==> src/rtl/req_enc_pkg.sv <==
// req_enc_pkg: shared types and helpers for the request priority encoder.
//   state_t           : encoder handshake state (IDLE / PRESENT)
//   REQ_ENC_N_DEFAULT : default number of request lines
//   enc_width()       : code width for a given number of request lines
package req_enc_pkg;

  typedef enum logic {
    IDLE    = 1'b0,
    PRESENT = 1'b1
  } state_t;

  localparam int REQ_ENC_N_DEFAULT = 4;

  // Width of a binary index over n lines; never narrower than one bit.
  function automatic int enc_width(input int n);
    return (n > 1) ? $clog2(n) : 1;
  endfunction

endpackage

==> src/rtl/enc_prio_sel.sv <==
// enc_prio_sel: combinational descending priority search with wrap-around.
//   vector : candidate request bits
//   base   : index examined first; search continues base-1, base-2, ... mod N
//   idx    : first set index found (0 when none)
//   any    : at least one bit of vector is set
// N must be a power of two so the W-bit subtraction wraps modulo N.
module enc_prio_sel
  import req_enc_pkg::*;
#(
  parameter int N = REQ_ENC_N_DEFAULT,
  localparam int W = enc_width(N)
) (
  input  logic [N-1:0] vector,
  input  logic [W-1:0] base,
  output logic [W-1:0] idx,
  output logic         any
);

  logic [W-1:0] cand;

  // Walk from the lowest priority to the highest so the last hit wins;
  // offset 0 (the base itself) is therefore the top priority.
  always_comb begin
    idx  = '0;
    any  = 1'b0;
    cand = '0;
    for (int i = N - 1; i >= 0; i--) begin
      cand = base - W'(i);
      if (vector[cand]) begin
        idx = cand;
        any = 1'b1;
      end
    end
  end

endmodule

==> src/rtl/req_priority_encoder.sv <==
// req_priority_encoder: collects sticky request pulses and emits one binary
// index per valid/ready transfer.
//   clk      : rising-edge clock
//   rst_n    : asynchronous active-low reset
//   en       : capture enable; req ignored while low
//   req      : request pulses, sampled every rising edge
//   ready    : consumer accepts code this cycle
//   valid    : code is valid
//   code     : index of the granted request
//   pending  : registered sticky request vector
//   overflow : one-cycle pulse when a request lands on an already-pending bit
//   busy     : valid OR any pending request (combinational)
// Build option: define REQ_ENC_ROUND_ROBIN_EN for round-robin selection
// starting below the last granted index; otherwise the highest index wins.
module req_priority_encoder
  import req_enc_pkg::*;
#(
  parameter int N = REQ_ENC_N_DEFAULT,
  localparam int W = enc_width(N)
) (
  input  logic         clk,
  input  logic         rst_n,
  input  logic         en,
  input  logic [N-1:0] req,
  input  logic         ready,
  output logic         valid,
  output logic [W-1:0] code,
  output logic [N-1:0] pending,
  output logic         overflow,
  output logic         busy
);

  function automatic logic [N-1:0] onehot(input logic [W-1:0] c);
    logic [N-1:0] v;
    v    = '0;
    v[c] = 1'b1;
    return v;
  endfunction

  state_t       state_p1, state_nxt_p0;
  logic [W-1:0] code_p1, code_nxt_p0;
  logic [N-1:0] pending_p1;
  logic         overflow_p1;

  logic         xfer_p0;
  logic [N-1:0] clr_p0, rem_p0, cap_p0;
  logic         overflow_nxt_p0;
  logic [W-1:0] base_p0, sel_idx_p0;
  logic         sel_any_p0;

  // ---- stage p0: capture, clear and selection ----
  assign xfer_p0 = valid & ready;
  assign clr_p0  = xfer_p0 ? onehot(code_p1) : '0;
  assign rem_p0  = pending_p1 & ~clr_p0;
  assign cap_p0  = en ? req : '0;
  // A bit cleared on this edge may be re-requested without counting as overflow.
  assign overflow_nxt_p0 = |(cap_p0 & rem_p0);

`ifdef REQ_ENC_ROUND_ROBIN_EN
  logic [W-1:0] last_granted_p1;

  always_ff @(posedge clk or negedge rst_n) begin
    if (!rst_n) begin
      last_granted_p1 <= '0;
    end else if (xfer_p0) begin
      last_granted_p1 <= code_p1;
    end
  end

  // Power-of-two N: W-bit subtraction wraps 0 -> N-1.
  assign base_p0 = last_granted_p1 - W'(1);
`else
  assign base_p0 = W'(N - 1);
`endif

  // Selection always looks at rem, so requests captured on this edge are
  // presented no earlier than the next cycle.
  enc_prio_sel #(
    .N (N)
  ) u_sel (
    .vector (rem_p0),
    .base   (base_p0),
    .idx    (sel_idx_p0),
    .any    (sel_any_p0)
  );

  always_comb begin
    state_nxt_p0 = state_p1;
    code_nxt_p0  = code_p1;
    case (state_p1)
      IDLE: begin
        if (sel_any_p0) begin
          state_nxt_p0 = PRESENT;
          code_nxt_p0  = sel_idx_p0;
        end
      end
      PRESENT: begin
        if (ready) begin
          if (sel_any_p0) begin
            code_nxt_p0 = sel_idx_p0;
          end else begin
            state_nxt_p0 = IDLE;
          end
        end
      end
      default: state_nxt_p0 = IDLE;
    endcase
  end

  // ---- stage p1: registered state and outputs ----
  always_ff @(posedge clk or negedge rst_n) begin
    if (!rst_n) begin
      state_p1    <= IDLE;
      code_p1     <= '0;
      pending_p1  <= '0;
      overflow_p1 <= 1'b0;
    end else begin
      state_p1    <= state_nxt_p0;
      code_p1     <= code_nxt_p0;
      pending_p1  <= rem_p0 | cap_p0;
      overflow_p1 <= overflow_nxt_p0;
    end
  end

  assign valid    = (state_p1 == PRESENT);
  assign code     = code_p1;
  assign pending  = pending_p1;
  assign overflow = overflow_p1;
  assign busy     = valid | (|pending_p1);

endmodule

==> config.mk <==
export PLATFORM = sky130hd
export DESIGN_NAME = req_priority_encoder
export DESIGN_NICKNAME = d
export VERILOG_FILES = /design/src/rtl/req_enc_pkg.sv /design/src/rtl/enc_prio_sel.sv /design/src/rtl/req_priority_encoder.sv
export SDC_FILE = /design/constraint.sdc
export NUM_CORES = 1
export LEC_CHECK = 0
export BUFFER_PORTS_ARGS = -buffer_cell sky130_fd_sc_hd__buf_2
export CORE_AREA = 5 5 42 44
export DETAILED_ROUTE_END_ITERATION = 8
export DIE_AREA = 0 0 47 49
export RECOVER_POWER = 25
export SETUP_SLACK_MARGIN = 0.5
export SYNTH_ARGS = -nofsm -noshare
export SYNTH_HDL_FRONTEND = slang
export SYNTH_SLANG_ARGS = --single-unit
==> constraint.sdc <==
create_clock -name clk -period 3.1 [get_ports clk]
set_clock_uncertainty 0.2 [all_clocks]
set_input_delay 0.155 -clock clk [delete_from_list [all_inputs] [get_ports clk]]
set_output_delay 0.155 -clock clk [all_outputs]
set_load 0.03 [all_outputs]
== Word level (Yosys, flattened, before mapping) ==
Cells that the tools add are included.

* Input bits: 8
* Word-level logic and storage cells: 34
* Flip-flop bits (word level): 8
* Output and inout bits: 9

* Bitwise gates (word level): 7
* Eq/ne operators: 1
* Multiplexer cells: 17
* $lt $le $gt $ge: 2
* Reductions and logical operators: 3

{| class="wikitable"
|+ Operator list
! operator !! count
|-
| AND 4 bit || 2
|-
| two-way mux 1 bit || 8
|-
| two-way mux 2 bit || 4
|-
| two-way mux 4 bit || 2
|-
| OR reduction 4 bit || 2
|-
| inverter 4 bit || 1
|-
| bitwise OR 4 bit || 1
|-
| case mux 2 bit (2 select lines) || 1
|-
| less-than comparator 2 x 3 -> 1 bit, second input constant || 1
|-
| demux 1 bit (select 2 bit) || 1
|-
| greater-or-equal comparator 2 x 1 -> 1 bit, second input constant || 1
|-
| != test 2 bit, second input constant || 1
|-
| case mux 1 bit (2 select lines) || 1
|-
| AND 1 bit || 1
|-
| logical AND 1 bit || 1
|-
| inverter 1 bit || 1
|-
| bitwise OR 1 bit || 1
|}

== Logic depth before layout (Yosys ltp) ==
Gate-level depths: netlist of the first run.

* Depth in word-level cells: 14
* Mapped depth: 4
* Depth with buffers taken out: 3

== Modules after synthesis ==
A second synthesis of the first run with hierarchy kept.

* Cell total of the unflattened synthesis: 48
* Area total of the unflattened synthesis: 470.5 µm²

{| class="wikitable"
|+ By module, submodules not included
! module !! area each (µm²) !! instances !! cells an instance
|-
| req_priority_encoder || 377.9 || 1 || 35
|-
| enc_prio_sel || 92.6 || 1 || 13
|}

== Worst setup path after synthesis of the first run ==
Ideal clock, no wire load.

* Path kind: register to output
* From: register state_p1, in the netlist valid
* To: output port busy
* Path slack: 1,438 ps
* Cell stages (with the launch flop): 3
* Arrival time: 1,307 ps
* Path buffers: 1
* Cells stage by stage: dfrtp_1 > buf_4 > or4b_1

* Cells in the longest elaborated chain, start to end: 1

{| class="wikitable"
|+ RTL lines
! element !! RTL line !! RTL
|-
| from (decl) || req_priority_encoder.sv:40 || <nowiki>state_t state_p1, state_nxt_p0;</nowiki>
|-
| from (signal assigned) || req_priority_encoder.sv:118 || <nowiki>state_p1 <= state_nxt_p0;</nowiki>
|-
| bitwise OR 1 bit || req_priority_encoder.sv:129 || <nowiki>assign busy = valid | (|pending_p1);</nowiki>
|-
| to (decl) || req_priority_encoder.sv:30 || <nowiki>output logic busy</nowiki>
|}

No other way between the ends.

== Worst setup path after layout of the first run ==
* From: register pending_p1[1], in the netlist pending[1]
* To: output port busy

* Cells in the longest elaborated chain, start to end: 2

{| class="wikitable"
|+ RTL lines
! element !! RTL line !! RTL
|-
| from (decl) || req_priority_encoder.sv:42 || <nowiki>logic [N-1:0] pending_p1;</nowiki>
|-
| from (signal assigned) || req_priority_encoder.sv:120 || <nowiki>pending_p1 <= rem_p0 | cap_p0;</nowiki>
|-
| OR reduction 4 bit || req_priority_encoder.sv:129 ||
|-
| bitwise OR 1 bit || req_priority_encoder.sv:129 ||
|}

No other way between the ends.

==> results of run 1 <==
==> cell usage after synthesis <==
| cell | number | area, µm² |
|---|---|---|
| a211o_1 | 2 | 17.5 |
| and2_1 | 1 | 6.26 |
| nand4_1 | 4 | 25.0 |
| o21ai_2 | 1 | 8.76 |
| inv_1 | 1 | 3.75 |
| a22o_1 | 1 | 8.76 |
| nor2b_1 | 1 | 6.26 |
| o22ai_2 | 1 | 12.5 |
| nand4bb_1 | 1 | 11.3 |
| nand2b_1 | 1 | 6.26 |
| mux2_4 | 1 | 15.0 |
| a22oi_1 | 1 | 7.51 |
| o211ai_1 | 1 | 7.51 |
| o2111ai_1 | 1 | 8.76 |
| dfrtp_1 | 8 | 200 |
| nand4b_1 | 1 | 8.76 |
| nand3_1 | 2 | 10.0 |
| o21ai_0 | 4 | 20.0 |
| nor2_1 | 2 | 7.51 |
| or4b_1 | 1 | 10.0 |
| buf_4 | 1 | 7.51 |
| nand2_1 | 11 | 41.3 |
==> power by group <==
group / leakage (nW) / total (mW) / internal, mW / switching, mW
logic: 0.183 / 0.250 / 0.0980 / 0.152
clock network: 0.0138 / 0.0789 / 0.0443 / 0.0347
registers: 0.0844 / 0.208 / 0.142 / 0.0658
==> worst max-delay path by stage <==
stage / start / to / slack (ps) / depth (start not counted)
global placement: pending[2]$_DFF_PN0_ / busy / 1580 / 2
CTS: pending[1]$_DFF_PN0_ / busy / 1280 / 3
global route: pending[2]$_DFF_PN0_ / busy / 1230 / 2
finish: pending[1]$_DFF_PN0_ / busy / 1290 / 3
detailed placement: pending[1]$_DFF_PN0_ / busy / 1570 / 3
floorplan: valid$_DFF_PN0_ / busy / 1440 / 2
==> cell type report <==
type	instances	area [µm²]	area share [%]
Sequential cell	8	200	31.1
Timing Repair Buffer	24	159	24.7
Inverter	1	3.75	0.583
Tap cell	16	20.0	3.11
Clock buffer	3	22.5	3.50
Multi-Input combinational cell	38	239	37.1
==> registers in the layout (all words and copies together), names as in the netlist <==
register and cells:
code 2, overflow 1, pending 4, valid 1
==> stage by stage <==
step                      instances  hold slack, ps
after global routing             90            40.5
after detailed placement         79            -186
after global placement           79            -187
after floorplan                  48            -341
final                            90            39.6
after CTS                        90            30.2
==> per-layer routing <==
layer	global-route usage, %	vias up
met5	0	-
met4	6.91	0
met3	3.69	2
met2	18.1	14
met1	15.9	213
li1	-	235
==> worst max-delay path, cell delays in order (launching register included) <==
cell,delay (ps)
dfrtp_1,430
nor2_1,140
or4b_1,450
buf_2,190
==> what timing repair did <==
| item | in CTS | in global routing |
|---|---|---|
| endpoints found under the setup margin | 0 | 0 |
| endpoints found under the hold margin | 12 | 0 |
| gates resized for setup | 0 | 0 |
| hold buffers | 8 | 0 |
==> cells by family (layout without fill, tap and decap cells) <==
group,after synthesis,count (layout),synth area share [%]
AOI/OAI and AO/OA,12,12,20.3
DFF,8,8,44.4
buffers and inverters,2,28,2.50
muxes,1,1,3.33
and+or+nand+nor,25,25,29.4
==> impl_metrics.yaml, run 1 <==
cts:
  cts_tree: "yes"
  cts_buffers: 3
  clk_pin_slew_worst_paths_ps: 60
  h-tree-depth: 1
  ctsRootBufferMaster: "clkbuf_4"
  cts.sinks: 8
  post_cts_buffers: 0
  clkLatencyLatePin_ps: 250
  cts_buffer_depth: 2
placement:
  postPlaceCellArea_um2: 543
  routabilityCongestion: 0.759
  io_buffers: 16
  place_ws_ps: 1570
  dp_hpwl_um: 817
route:
  drc: 0
  vias_per_cell: 5.16
  vias: 464
  routedWlPerCell_um: 13.2
  drt_iter0_drc: 4
  top_layer_used: "met4"
  firstDrtPassIters: 4
  final_antenna_net_count: 0
  met1Wirelength_um: 527
  met2_length_um: 564
  dr_wl_met3_um: 77
  wl_um: 1180
floorplanning:
  core_area_um2: 1400
  start_util_pct: 32.1
  fp-row-count: 14
  dieHeight_um: 49
  die_area_um2: 2300
  fp.dieW_um: 47
  num_io_pins: 17
timing:
  worst_slew_pin_slew_ps: 450
  setup_viol: 0
  fin_crit_sh_pct: 58.3
  fmax_ghz: 0.553
  slew_viol_final: 0
  worst_slack_ps: 1290
  tns_ps: 0
  period_minus_slack_ps: 1810
  slew_headroom_pct: 70.0
  hold_violations: 0
  rsz0062_at_grt: "no"
layout:
  final_util_pct: 46.0
  diodes: 0
  area_delta_synth_final_pct: 43.1
  final.fill_count: 159
  drive_gt1_share_pct: 28.4
  final_cell_area_um2: 644
  layout_common_cells: "buf_2, nand2_1, dfrtp_1, dlygate4sd3_1"
  final_common_cell: "buf_2"
  nets: 84
worst_hold_path:
  hold_start: "en"
  min_to: "pending[3]$_DFF_PN0_"
  worstHoldPathCells: 2
  hp-class: "in -> reg"
global_route:
  grt_max_degree: 11
  grt_pass1_wl_um: 2040
  grt_pass1_vias: 450
  antenna_found_initial: 0
  grt-ovfl-total: 0
  grt_util_all_layers_pct: 12.5
setup_path:
  start_kind: "register"
  path_max_fanout: 6
  r2r_start: "code[0]$_DFFE_PN0P_"
  reg2reg_setup_slack_ps: 1670
  critPathKind: "reg -> out"
  r2r-end: "valid$_DFF_PN0_"
  critPathArrivalTime_ps: 1450
  ff2ff_path_depth: 3
  critPathCaptureType: "output port"
  required_ps: 2740
yosys:
  synth.avg_cell_area_um2: 9.38
  yosysWarningCount: 0
  yosysUniqueCellTypes: 22
  synth-seq-cells: 8
  synthCells: 48
  synth.cell_area_um2: 450
  syn_nets: 56
  seq_area_frac_synth_pct: 44.4
pwr:
  leakage_nw: 0.281
  power_density_nw_per_um2: 834
  p_total_mw: 0.538
  vdd_drop_max_mv: 0.374
job:
  max-cap-violations: 0
status:
  status: "finished, final reports clean"
(Power assumes the default switching activity.)
==> run 2: changes to the inputs <==
- clock period: 3.1 -> 1.5 ns (I/O delays scaled with it)
==> impl_metrics.yaml, run 2 (synthesized netlist as in run 1, its figures left out) <==
cts:
  cts_buffer_depth: 2
  clk_pin_slew_worst_paths_ps: 60
  h-tree-depth: 1
  cts_hold_buf: 4
  cts_tree: "yes"
  clkLatencyLatePin_ps: 250
  cts.sinks: 8
  ctsRootBufferMaster: "clkbuf_4"
  cts_buffers: 3
global_route:
  grt_pass1_vias: 548
  grt.met1_usage_pct: 17.7
  busiest_layer: "met2"
  antenna_found_initial: 0
  grt_util_all_layers_pct: 13.9
  grtUsageMet3_pct: 2.58
  gr-usage-met2_pct: 22.4
  grt_max_degree: 9
  grt_pass1_wl_um: 2360
  grt-ovfl-total: 0
setup_path:
  critPathKind: "reg -> out"
  worstSetupPathDepth: 3
  ff2ff_path_depth: 5
  required_ps: 1220
  critPathTopFamily: "simple AND/OR/NAND/NOR gates"
  path_max_fanout: 2
  critPathCaptureType: "output port"
  slowest_delay_ps: 460
  reg2reg_setup_slack_ps: 30
  path_cells: "nor2_2 -> or4b_4 -> buf_6"
  crit_buf_inv: 1
  cpMaxStageDelayCell: "or4b_4"
  critPathArrivalTime_ps: 1370
  start_kind: "register"
timing:
  period_minus_slack_ps: 1640
  hold_ws_ps: -124
  slew_viol_final: 0
  fmax_ghz: 0.609
  worst_slew_pin_slew_ps: 468
  setup_viol: 1
  hold_violations: 5
  slew_headroom_pct: 68.8
  tns_ps: -142
  rsz0062_at_grt: "yes"
  fin_crit_sh_pct: 109
  worst_slack_ps: -142
job:
  max-cap-violations: 0
layout:
  largest_register_ffs: 4
  drive_gt1_share_pct: 58.1
  area_delta_synth_final_pct: 96.9
  final.fill_count: 124
  layout_common_cells: "buf_6, nand2_1, dfrtp_2, buf_2, buf_4"
  final_common_cell: "buf_6"
  nets: 96
  diodes: 0
floorplanning:
  core_area_um2: 1400
  fp-row-count: 14
  num_io_pins: 17
  start_util_pct: 32.1
  die_area_um2: 2300
  dieHeight_um: 49
  fp.dieW_um: 47
placement:
  io_buffers: 16
  dp_hpwl_um: 950
  routabilityCongestion: 0.776
  place_ws_ps: 65.3
pwr:
  power_density_nw_per_um2: 1850
  vdd_drop_max_mv: 0.862
  leakage_nw: 0.397
  p_total_mw: 1.64
route:
  firstDrtPassIters: 4
  wl_um: 1460
  vias: 523
  vias_per_cell: 5.13
  drc: 0
  routedWlPerCell_um: 14.3
  drt_iter0_drc: 11
  final_antenna_net_count: 0
status:
  violations: "negative hold slack, negative setup slack"
  status: "finished with violations"
worst_hold_path:
  hp-class: "in -> reg"
  worstHoldPathCells: 2
[run 2: cell types whose count changed in the layout (fill, tap and decap cells not counted), moves of 4 or more]
| cell | before | now |
|---|---|---|
| buf_6 | 0 | 20 |
| buf_2 | 15 | 6 |
| dfrtp_1 | 8 | 2 |
| dfrtp_2 | 0 | 6 |
| buf_4 | 0 | 5 |
| dlygate4sd3_1 | 8 | 4 |
[run 2: worst paths after layout]
path                                 startpoint                    to
min in group asynchronous                 rst_n    overflow$_DFF_PN0_
max in group asynchronous                 rst_n   code[1]$_DFFE_PN0P_
hold reg to reg            pending[0]$_DFF_PN0_  pending[0]$_DFF_PN0_
hold / removal                           req[3]  pending[3]$_DFF_PN0_
setup reg to reg           pending[3]$_DFF_PN0_       valid$_DFF_PN0_
setup / recovery           pending[1]$_DFF_PN0_                  busy
[run 2: through the flow]
stage               area [µm²]  utilization [%]  std cells  hold slack, ps
detailed placement         604             43.1         83            -270
global placement           604             43.1         83            -272
global route               887             63.3        102            -109
finish                     887             63.3        102            -124
floorplan                  485                -         48            -421
CTS                        832             59.4         99            -130
[run 2: routing by layer]
layer,wire length (µm),vias to the layer above
met4,10,0
met2,744,13
met5,0,-
met3,59,2
li1,-,259
met1,641,249
[run 2: timing repair]
action / in CTS / in global routing
setup buffers: 8 / 3
resized for setup: 29 / 6
hold endpoints to repair: 13 / 5
setup endpoints to repair: 17 / 17
cloned: 1 / 0
pin swaps: 7 / 7
[run 2: area by class of cell]
cell class	instances	area, µm²	area share, %
timing repair buffer	36	337	37.9
sequential	8	208	23.4
clock buffer	3	22.5	2.54
tap	16	20.0	2.26
inverter	1	3.75	0.423
multi-input combinational	38	297	33.4
[run 2: report_power, final]
part	internal [mW]	leakage [nW]	switching, mW	total [mW]
Combinational	0.580	0.303	0.488	1.07
Sequential	0.307	0.0802	0.102	0.409
Clock	0.0918	0.0138	0.0756	0.167
Total	0.979	0.397	0.665	1.64
==> run 3: changes to the inputs <==
- CAP_MARGIN: unset -> 20
- SKIP_CTS_REPAIR_TIMING: unset -> 1
==> impl_metrics.yaml, run 3 (synthesized netlist as in run 1, its figures left out) <==
floorplanning:
  fp.dieW_um: 47
  fp-row-count: 14
  dieHeight_um: 49
  start_util_pct: 32.1
  core_area_um2: 1400
  num_io_pins: 17
  die_area_um2: 2300
timing:
  fmax_ghz: 0.604
  slew_headroom_pct: 69.6
  period_minus_slack_ps: 1660
  setup_viol: 1
  slew_viol_final: 0
  worst_slack_ps: -155
  fin_crit_sh_pct: 110
  hold_ws_ps: -122
  rsz0062_at_grt: "yes"
  hold_violations: 5
  tns_ps: -155
  worst_slew_pin_slew_ps: 455
global_route:
  grt_pass1_vias: 467
  grt-ovfl-total: 0
  grt_max_degree: 10
  antenna_found_initial: 0
  grt_pass1_wl_um: 1960
  grt_util_all_layers_pct: 11.6
placement:
  routabilityCongestion: 0.776
  place_inst: 83
  dp_hpwl_um: 950
  io_buffers: 16
cts:
  h-tree-depth: 1
  clk_pin_slew_worst_paths_ps: 60
  cts_buffers: 3
  clkLatencyLatePin_ps: 250
  cts.sinks: 8
  ctsRootBufferMaster: "clkbuf_4"
  cts_tree: "yes"
  cts_buffer_depth: 2
pwr:
  vdd_drop_max_mv: 0.825
  power_density_nw_per_um2: 1870
  leakage_nw: 0.366
  p_total_mw: 1.55
route:
  drt_iter0_drc: 23
  wl_um: 1440
  firstDrtPassIters: 4
  vias: 523
  vias_per_cell: 5.34
  routedWlPerCell_um: 14.7
  final_antenna_net_count: 0
  drc: 0
layout:
  nets: 92
  area_delta_synth_final_pct: 84.7
  final_common_cell: "buf_6"
  final_util_pct: 59.4
  final_cells: 98
  drive_gt1_share_pct: 57.3
  largest_register_ffs: 4
  layout_common_cells: "buf_6, nand2_1, buf_2, buf_4, dfrtp_2"
  diodes: 0
setup_path:
  required_ps: 1220
  critPathKind: "reg -> out"
  critPathCaptureType: "output port"
  start_kind: "register"
  critPathArrivalTime_ps: 1380
  path_max_fanout: 5
status:
  status: "finished with violations"
  violations: "negative hold slack, negative setup slack"
job:
  max-cap-violations: 0
worst_hold_path:
  hp-class: "in -> reg"
-- run 3: through the flow --
stage / worst slack (ps) / area (µm²)
6_report: -155 / 832
5_1_grt: -185 / 832
4_1_cts: -210 / 627
3_5_place_dp: 65.3 / 604
3_3_place_gp: 73.1 / 604
2_1_floorplan: 59.5 / 485
-- run 3: worst paths after layout --
check | slack (ps) | to | cells after the start | startpoint
setup / recovery | -160 | busy | 2 | pending[3]$_DFF_PN0_
hold reg to reg | 430 | pending[0]$_DFF_PN0_ | 3 | pending[0]$_DFF_PN0_
max in group asynchronous | 680 | pending[2]$_DFF_PN0_ | 2 | rst_n
setup reg to reg | 130 | valid$_DFF_PN0_ | 3 | code[0]$_DFFE_PN0P_
hold / removal | -120 | pending[3]$_DFF_PN0_ | 2 | req[3]
min in group asynchronous | 80 | pending[0]$_DFF_PN0_ | 2 | rst_n
-- run 3: per-layer routing --
| layer | wire (µm) | track usage [%] |
|---|---|---|
| met1 | 596 | 13.6 |
| met2 | 771 | 18.8 |
| met3 | 58 | 2.95 |
| met4 | 11 | 5.53 |
| met5 | 0 | 0 |
-- run 3: report_power, final --
group          internal, mW  switching (mW)  total, mW
sequential            0.307           0.121      0.428
combinational         0.499           0.459      0.957
clock                0.0918          0.0757      0.167
-- run 3: final cells by class --
cell class | instances | area [µm²]
Inverter | 1 | 3.75
Sequential cell | 8 | 208
Clock buffer | 3 | 22.5
Timing Repair Buffer | 32 | 278
Fill cell | 128 | 569
Multi-Input combinational cell | 38 | 300
Tap cell | 16 | 20.0
-- run 3: critical path, stage by stage, from the launching register on --
cell and delay [ps]:
dfrtp_2 440, or4b_4 540, buf_6 150
